## config.mk

```make
export PLATFORM = sky130hd
export DESIGN_NAME = node_exec
export DESIGN_NICKNAME = d
export VERILOG_FILES = /design/src/rtl/tis_pkg.sv /design/src/rtl/tis_alu.sv /design/src/rtl/node_exec.sv
export SDC_FILE = /design/constraint.sdc
export NUM_CORES = 1
export LEC_CHECK = 0
export ABC_AREA = 1
export BUFFER_PORTS_ARGS = -buffer_cell sky130_fd_sc_hd__buf_2
export CAP_MARGIN = 20
export CORE_ASPECT_RATIO = 0.7
export CORE_MARGIN = 1
export CORE_UTILIZATION = 50
export DETAILED_ROUTE_END_ITERATION = 10
export PLACE_DENSITY = 0.8
export RECOVER_POWER = 50
export SLEW_MARGIN = 10
export SYNTH_ARGS = -nofsm -noshare
export SYNTH_HDL_FRONTEND = slang
export SYNTH_SLANG_ARGS = --single-unit
```

## constraint.sdc

```tcl
create_clock -name clk -period 4 [get_ports clk]
set_input_delay 0.4 -clock clk [delete_from_list [all_inputs] [get_ports clk]]
set_output_delay 0.4 -clock clk [all_outputs]
set_load 0.01 [all_outputs]
```

## src/rtl/tis_pkg.sv

```systemverilog
// Shared types and constants for the node execution core: instruction field
// positions, opcode/src/dst encodings, ALU ops, FSM states and data limits.
package tis_pkg;

  localparam int DATA_W  = 11;
  localparam int INSTR_W = 21;
  localparam int VAL_MAX = 999;

  localparam int OP_MSB  = 20;
  localparam int OP_LSB  = 17;
  localparam int SRC_MSB = 16;
  localparam int SRC_LSB = 14;
  localparam int DST_MSB = 13;
  localparam int DST_LSB = 11;
  localparam int IMM_MSB = 10;
  localparam int IMM_LSB = 0;

  typedef enum logic [3:0] {
    OP_NOP = 4'd0,
    OP_MOV = 4'd1,
    OP_SWP = 4'd2,
    OP_SAV = 4'd3,
    OP_ADD = 4'd4,
    OP_SUB = 4'd5,
    OP_NEG = 4'd6,
    OP_JMP = 4'd7,
    OP_JEZ = 4'd8,
    OP_JNZ = 4'd9,
    OP_JGZ = 4'd10,
    OP_JLZ = 4'd11,
    OP_JRO = 4'd12
  } opcode_e;

  typedef enum logic [2:0] {
    SRC_IMM = 3'd0,
    SRC_ACC = 3'd1,
    SRC_NIL = 3'd2,
    SRC_IN  = 3'd3
  } src_e;

  typedef enum logic [2:0] {
    DST_NIL = 3'd0,
    DST_ACC = 3'd1,
    DST_OUT = 3'd2
  } dst_e;

  typedef enum logic [1:0] {
    ALU_ADD = 2'd0,
    ALU_SUB = 2'd1,
    ALU_NEG = 2'd2
  } alu_op_e;

  typedef enum logic {
    ST_EXEC     = 1'b0,
    ST_WAIT_OUT = 1'b1
  } state_e;

  // Only these opcodes actually consume their source operand (and so may touch IN).
  function automatic logic uses_src(input opcode_e opc);
    return (opc == OP_MOV) || (opc == OP_ADD) || (opc == OP_SUB) || (opc == OP_JRO);
  endfunction

endpackage

```

## src/rtl/tis_alu.sv

```systemverilog
// Combinational add/sub/neg at DATA_W+1 bits; zero latency, no handshake.
// Result clamps to +/-VAL_MAX with NODE_EXEC_SATURATE_EN, otherwise wraps to DATA_W.
module tis_alu #(
  parameter int DATA_W = tis_pkg::DATA_W
) (
  input  tis_pkg::alu_op_e         alu_op,
  input  logic signed [DATA_W-1:0] a,
  input  logic signed [DATA_W-1:0] b,
  output logic signed [DATA_W-1:0] y
);
  import tis_pkg::*;

  logic signed [DATA_W:0] a_w;
  logic signed [DATA_W:0] b_w;
  logic signed [DATA_W:0] wide;

  assign a_w = {a[DATA_W-1], a};
  assign b_w = {b[DATA_W-1], b};

  always_comb begin
    wide = a_w + b_w;
    case (alu_op)
      ALU_SUB: wide = a_w - b_w;
      ALU_NEG: wide = -a_w;
      default: wide = a_w + b_w;
    endcase
  end

`ifdef NODE_EXEC_SATURATE_EN
  localparam logic signed [DATA_W:0] LIM = (DATA_W + 1)'(VAL_MAX);

  always_comb begin
    y = wide[DATA_W-1:0];
    if (wide > LIM) begin
      y = LIM[DATA_W-1:0];
    end else if (wide < -LIM) begin
      y = (-LIM) & {(DATA_W + 1){1'b1}};
    end
  end
`else
  logic unused_msb;

  assign unused_msb = wide[DATA_W];
  assign y          = wide[DATA_W-1:0];
`endif

endmodule

```

## src/rtl/node_exec.sv

```systemverilog
// Single-node executor: one instruction per cycle, stalls on IN without data and holds
// in WAIT_OUT until OUT is taken. NODE_EXEC_SATURATE_EN clamps IN/IMM and arithmetic.
module node_exec #(
  parameter int INSTR_W = tis_pkg::INSTR_W,
  parameter int DATA_W  = tis_pkg::DATA_W
) (
  input  logic               clk,
  input  logic               reset,
  input  logic               clk_en,
  input  logic [INSTR_W-1:0] instr,
  output logic [3:0]         op,
  output logic [DATA_W-1:0]  acc,
  output logic [DATA_W-1:0]  jmp_off,
  output logic               advance,
  input  logic [DATA_W-1:0]  in_data,
  input  logic               in_valid,
  output logic               in_ready,
  output logic [DATA_W-1:0]  out_data,
  output logic               out_valid,
  input  logic               out_ready
);
  import tis_pkg::*;

  state_e                   state_q, state_d;
  logic signed [DATA_W-1:0] acc_q, acc_d;
  logic signed [DATA_W-1:0] bak_q, bak_d;
  logic signed [DATA_W-1:0] out_data_q, out_data_d;
  logic                     out_valid_q, out_valid_d;

  opcode_e                  opc;
  src_e                     src_sel;
  dst_e                     dst_sel;
  logic signed [DATA_W-1:0] imm;
  logic signed [DATA_W-1:0] src_val;
  logic signed [DATA_W-1:0] alu_y;
  alu_op_e                  alu_op;
  logic                     reads_in;
  logic                     to_out;
  logic                     src_ok;

  assign opc     = opcode_e'(instr[OP_MSB:OP_LSB]);
  assign src_sel = src_e'(instr[SRC_MSB:SRC_LSB]);
  assign dst_sel = dst_e'(instr[DST_MSB:DST_LSB]);
  assign imm     = instr[IMM_MSB:IMM_LSB];

  function automatic logic signed [DATA_W-1:0] clamp_in(input logic signed [DATA_W-1:0] v);
`ifdef NODE_EXEC_SATURATE_EN
    logic signed [DATA_W-1:0] lim;
    lim = DATA_W'(VAL_MAX);
    if (v > lim) begin
      return lim;
    end else if (v < -lim) begin
      return -lim;
    end
    return v;
`else
    return v;
`endif
  endfunction

  always_comb begin
    src_val = '0;
    case (src_sel)
      SRC_IMM: src_val = clamp_in(imm);
      SRC_ACC: src_val = acc_q;
      SRC_IN:  src_val = clamp_in(in_data);
      default: src_val = '0;
    endcase
  end

  always_comb begin
    alu_op = ALU_ADD;
    if (opc == OP_SUB) begin
      alu_op = ALU_SUB;
    end else if (opc == OP_NEG) begin
      alu_op = ALU_NEG;
    end
  end

  tis_alu #(
    .DATA_W (DATA_W)
  ) u_alu (
    .alu_op (alu_op),
    .a      (acc_q),
    .b      (src_val),
    .y      (alu_y)
  );

  assign reads_in = uses_src(opc) && (src_sel == SRC_IN);
  assign to_out   = (opc == OP_MOV) && (dst_sel == DST_OUT);
  assign src_ok   = !reads_in || in_valid;

  always_comb begin
    state_d     = state_q;
    acc_d       = acc_q;
    bak_d       = bak_q;
    out_data_d  = out_data_q;
    out_valid_d = out_valid_q;
    advance     = 1'b0;
    in_ready    = 1'b0;

    if (!reset && clk_en) begin
      case (state_q)
        ST_EXEC: begin
          in_ready = reads_in;
          if (src_ok) begin
            if (to_out) begin
              // The instruction retires only once the consumer takes the word.
              out_data_d  = src_val;
              out_valid_d = 1'b1;
              state_d     = ST_WAIT_OUT;
            end else begin
              advance = 1'b1;
              case (opc)
                OP_MOV: if (dst_sel == DST_ACC) acc_d = src_val;
                OP_SWP: begin
                  acc_d = bak_q;
                  bak_d = acc_q;
                end
                OP_SAV: bak_d = acc_q;
                OP_ADD, OP_SUB, OP_NEG: acc_d = alu_y;
                default: acc_d = acc_q;
              endcase
            end
          end
        end
        ST_WAIT_OUT: begin
          advance = out_ready;
          if (out_ready) begin
            out_valid_d = 1'b0;
            state_d     = ST_EXEC;
          end
        end
        default: state_d = ST_EXEC;
      endcase
    end
  end

  always_ff @(posedge clk or posedge reset) begin
    if (reset) begin
      state_q     <= ST_EXEC;
      acc_q       <= '0;
      bak_q       <= '0;
      out_data_q  <= '0;
      out_valid_q <= 1'b0;
    end else begin
      state_q     <= state_d;
      acc_q       <= acc_d;
      bak_q       <= bak_d;
      out_data_q  <= out_data_d;
      out_valid_q <= out_valid_d;
    end
  end

  assign op        = instr[OP_MSB:OP_LSB];
  assign acc       = acc_q;
  assign jmp_off   = src_val;
  assign out_data  = out_data_q;
  assign out_valid = out_valid_q;

endmodule

```

==> results.json <==
{
  "status": "finished, final reports clean",
  "setup_viol": 0,
  "final_cell_mix": "nand2_1, inv_1, buf_2, o21ai_0, dfrtp_1",
  "antenna_cells": 0,
  "pwr-share-seq_pct": 29.8,
  "clk_latency_ns": 0.30,
  "cp_top_family": "simple AND/OR/NAND/NOR gates",
  "num_vias": 3181,
  "first_global_vias": 2881,
  "crit_required_ns": 4.18,
  "clkSinkCount": 35,
  "antenna_found_initial": 0,
  "drc": 0,
  "wl_met1_mm": 3.97,
  "port_buffers": 76,
  "cts-resized-gates": 0,
  "crit_buf_inv": 4,
  "cp_data_arrival_time_ns": 3.64,
  "final_cells": 571,
  "setup_tns_ns": 0,
  "slew_viol_final": 0,
  "clk_pin_slew_ns": 0.08,
  "first_iter_violations": 251,
  "synthAdderAreaFrac_pct": 5.58,
  "root_buffer": "clkbuf_8",
  "avgSynthCellArea_um2": 7.21,
  "synth_xor_area_share_pct": 3.69,
  "period_minus_slack_ns": 3.47,
  "die_area_um2": 6420,
  "numCtsBuffers": 5,
  "cts.hold.buffers_added": 0,
  "yosys.area_share.simple_pct": 33.0,
  "place.gp.congestion": 0.928,
  "synth_compound_area_share_pct": 17.6,
  "detail_route.first_pass.iterations": 5,
  "viasPerCell": 5.57,
  "place_area_um2": 3450,
  "syn-instance-count": 423,
  "final_design_area_no_fill_um2": 3540,
  "hold_class": "input port to async pin",
  "route.met3.wl_um": 635,
  "synth_top_family_by_area": "simple AND/OR/NAND/NOR gates",
  "p_comb_share_pct": 51.2,
  "endpoint_kind": "flop",
  "ys_ff_latch": 35,
  "worst-path-max-fanout": 14,
  "clock_tree.buffer_depth": 2,
  "final_common_cell": "nand2_1",
  "postCtsSetupRepairBufs": 0,
  "vdd_drop_max_v": 0.000223,
  "hpwlAfterDp_mm": 6.48,
  "slowest_delay_ns": 0.39,
  "boundaryPins": 77,
  "finClkSkew_ns": 0.0129,
  "switching_power_uw": 821,
  "final_nets": 545,
  "final_util_pct": 61.0,
  "synth_mux_area_share_pct": 0.698,
  "syn_to_final_growth_pct": 16.3,
  "finalHoldViolCount": 0,
  "clkPwrFrac_pct": 19.0,
  "wl_met2_mm": 3.71,
  "synth_cell_types": 47,
  "die_width_um": 95.3,
  "place_inst": 563,
  "routed_wl_mm": 8.41,
  "maxCapViolCount": 0,
  "powerDensity_nw_per_um2": 511,
  "swShare_pct": 45.3,
  "num_rows": 23,
  "worst_slew_pin_slew_ns": 0.674,
  "grtUsageTotal_pct": 27.8,
  "path_class": "input port to flop",
  "yosysSeqAreaShare_pct": 28.7,
  "yosysWarnings": 0,
  "drive_gt1_share_pct": 23.2,
  "highest_layer": "met4",
  "ctsHtreeMaxLevel": 2,
  "cts_tree": "built",
  "syn_area_um2": 3050,
  "gr-total-overflow": 0,
  "rsz0062_at_grt": "false",
  "cp_common_cell": "nand2_1",
  "fin_crit_sh_pct": 86.7,
  "maxSlewHeadroom_pct": 55.0,
  "start_kind": "input port",
  "die_height_um": 67.3,
  "p_leak_uw": 0.00185,
  "wl_per_cell_um": 14.7,
  "cp_slowest_cell": "o21ai_0",
  "max_freq_ghz": 0.288,
  "grt_start_max_net_pins": 37,
  "synth_nets": 473,
  "grt_pass1_wl_mm": 13.7,
  "nFillCells": 529,
  "intPower_uw": 991,
  "start_util_pct": 52.4,
  "antenna_left": 0,
  "core_area_um2": 5810
}
[flip-flops by register name, indices dropped and copies added, names as in the netlist]
name / cells
acc: 11
bak_q: 11
out_data: 11
out_valid: 1
state_q: 1
[Yosys cell counts (all sizes together)]
cell type | instances | area [µm²]
a211oi | 2 | 15.0
a21oi | 27 | 139
a221oi | 3 | 26.3
a22oi | 1 | 7.51
a31oi | 4 | 25.0
a32oi | 5 | 43.8
and3 | 1 | 6.26
buf | 9 | 68.8
clkbuf | 4 | 16.3
clkinv | 1 | 3.75
dfrtp | 35 | 876
fa | 1 | 20.0
ha | 12 | 150
inv | 63 | 236
mux2 | 1 | 11.3
mux2i | 1 | 10.0
nand2 | 100 | 398
nand2b | 1 | 6.26
nand3 | 44 | 325
nand3b | 1 | 7.51
nand4 | 5 | 31.3
nor2 | 32 | 165
nor3 | 9 | 55.1
o21a | 1 | 7.51
o21ai | 39 | 203
o221ai | 3 | 38.8
o22ai | 1 | 6.26
o31a | 1 | 8.76
o31ai | 2 | 15.0
or2 | 2 | 12.5
xnor2 | 2 | 17.5
xor2 | 10 | 95.1
[per-stage QoR]
step,total power (µW),hold slack [ns],setup slack (ns)
3_5_place_dp,1450,0.468,0.358
5_1_grt,1950,0.260,0.293
4_1_cts,1800,0.229,0.650
2_1_floorplan,1200,0.453,0.987
3_3_place_gp,1430,0.463,0.431
6_report,1810,0.204,0.531
[power groups by stage]
stage                     Sequential [µW]  Combinational [µW]  Clock, µW
after floorplan                       535                 663          0
after global placement                543                 888          0
after detailed placement              544                 904          0
after CTS                             538                 916        344
after global routing                  551                1040        359
final                                 540                 929        344
[layer usage]
layer	vias to the layer above	global-route usage (%)
li1	1553	-
met3	9	5.41
met2	142	45.1
met1	1477	38.0
met4	0	7.20
met5	-	0
[final timing paths]
path	start	end	slack, ns	cells past startpoint
worst max-delay path	instr[14]	acc[8]$_DFFE_PP0P_	0.53	25
worst min-delay path	reset	out_data[4]$_DFFE_PP0P_	0.20	3
worst max register to register	acc[1]$_DFFE_PP0P_	acc[8]$_DFFE_PP0P_	0.67	22
worst min register to register	out_data[10]$_DFFE_PP0P_	out_data[10]$_DFFE_PP0P_	0.49	2
max in group asynchronous	reset	acc[9]$_DFFE_PP0P_	3.46	3
min in group clk	out_ready	state_q$_DFFE_PP0P_	0.47	4
[tightest hold or removal path, cell delays in order]
cell   delay [ns]
buf_2        0.09
inv_1        0.04
buf_4        0.41
[layout make-up]
type,instances,area (µm²),area share [%]
Tap cell,75,93.8,2.65
Sequential cell,35,876,24.7
Clock buffer,6,82.6,2.33
Clock inverter,2,35.0,0.988
Timing Repair Buffer,78,370,10.4
Inverter,64,240,6.78
Multi-Input combinational cell,311,1850,52.1
[kinds of logic (layout without fill, tap and decap cells)]
family          count (synthesis)  in the layout
simple gates                  195            195
compound gates                 89             89
buf+inv                        77            150
flops                          35             35
fa+ha+maj                      13             13
xor+xnor                       12             12
mux                             2              2
(Power assumes the default switching activity.)
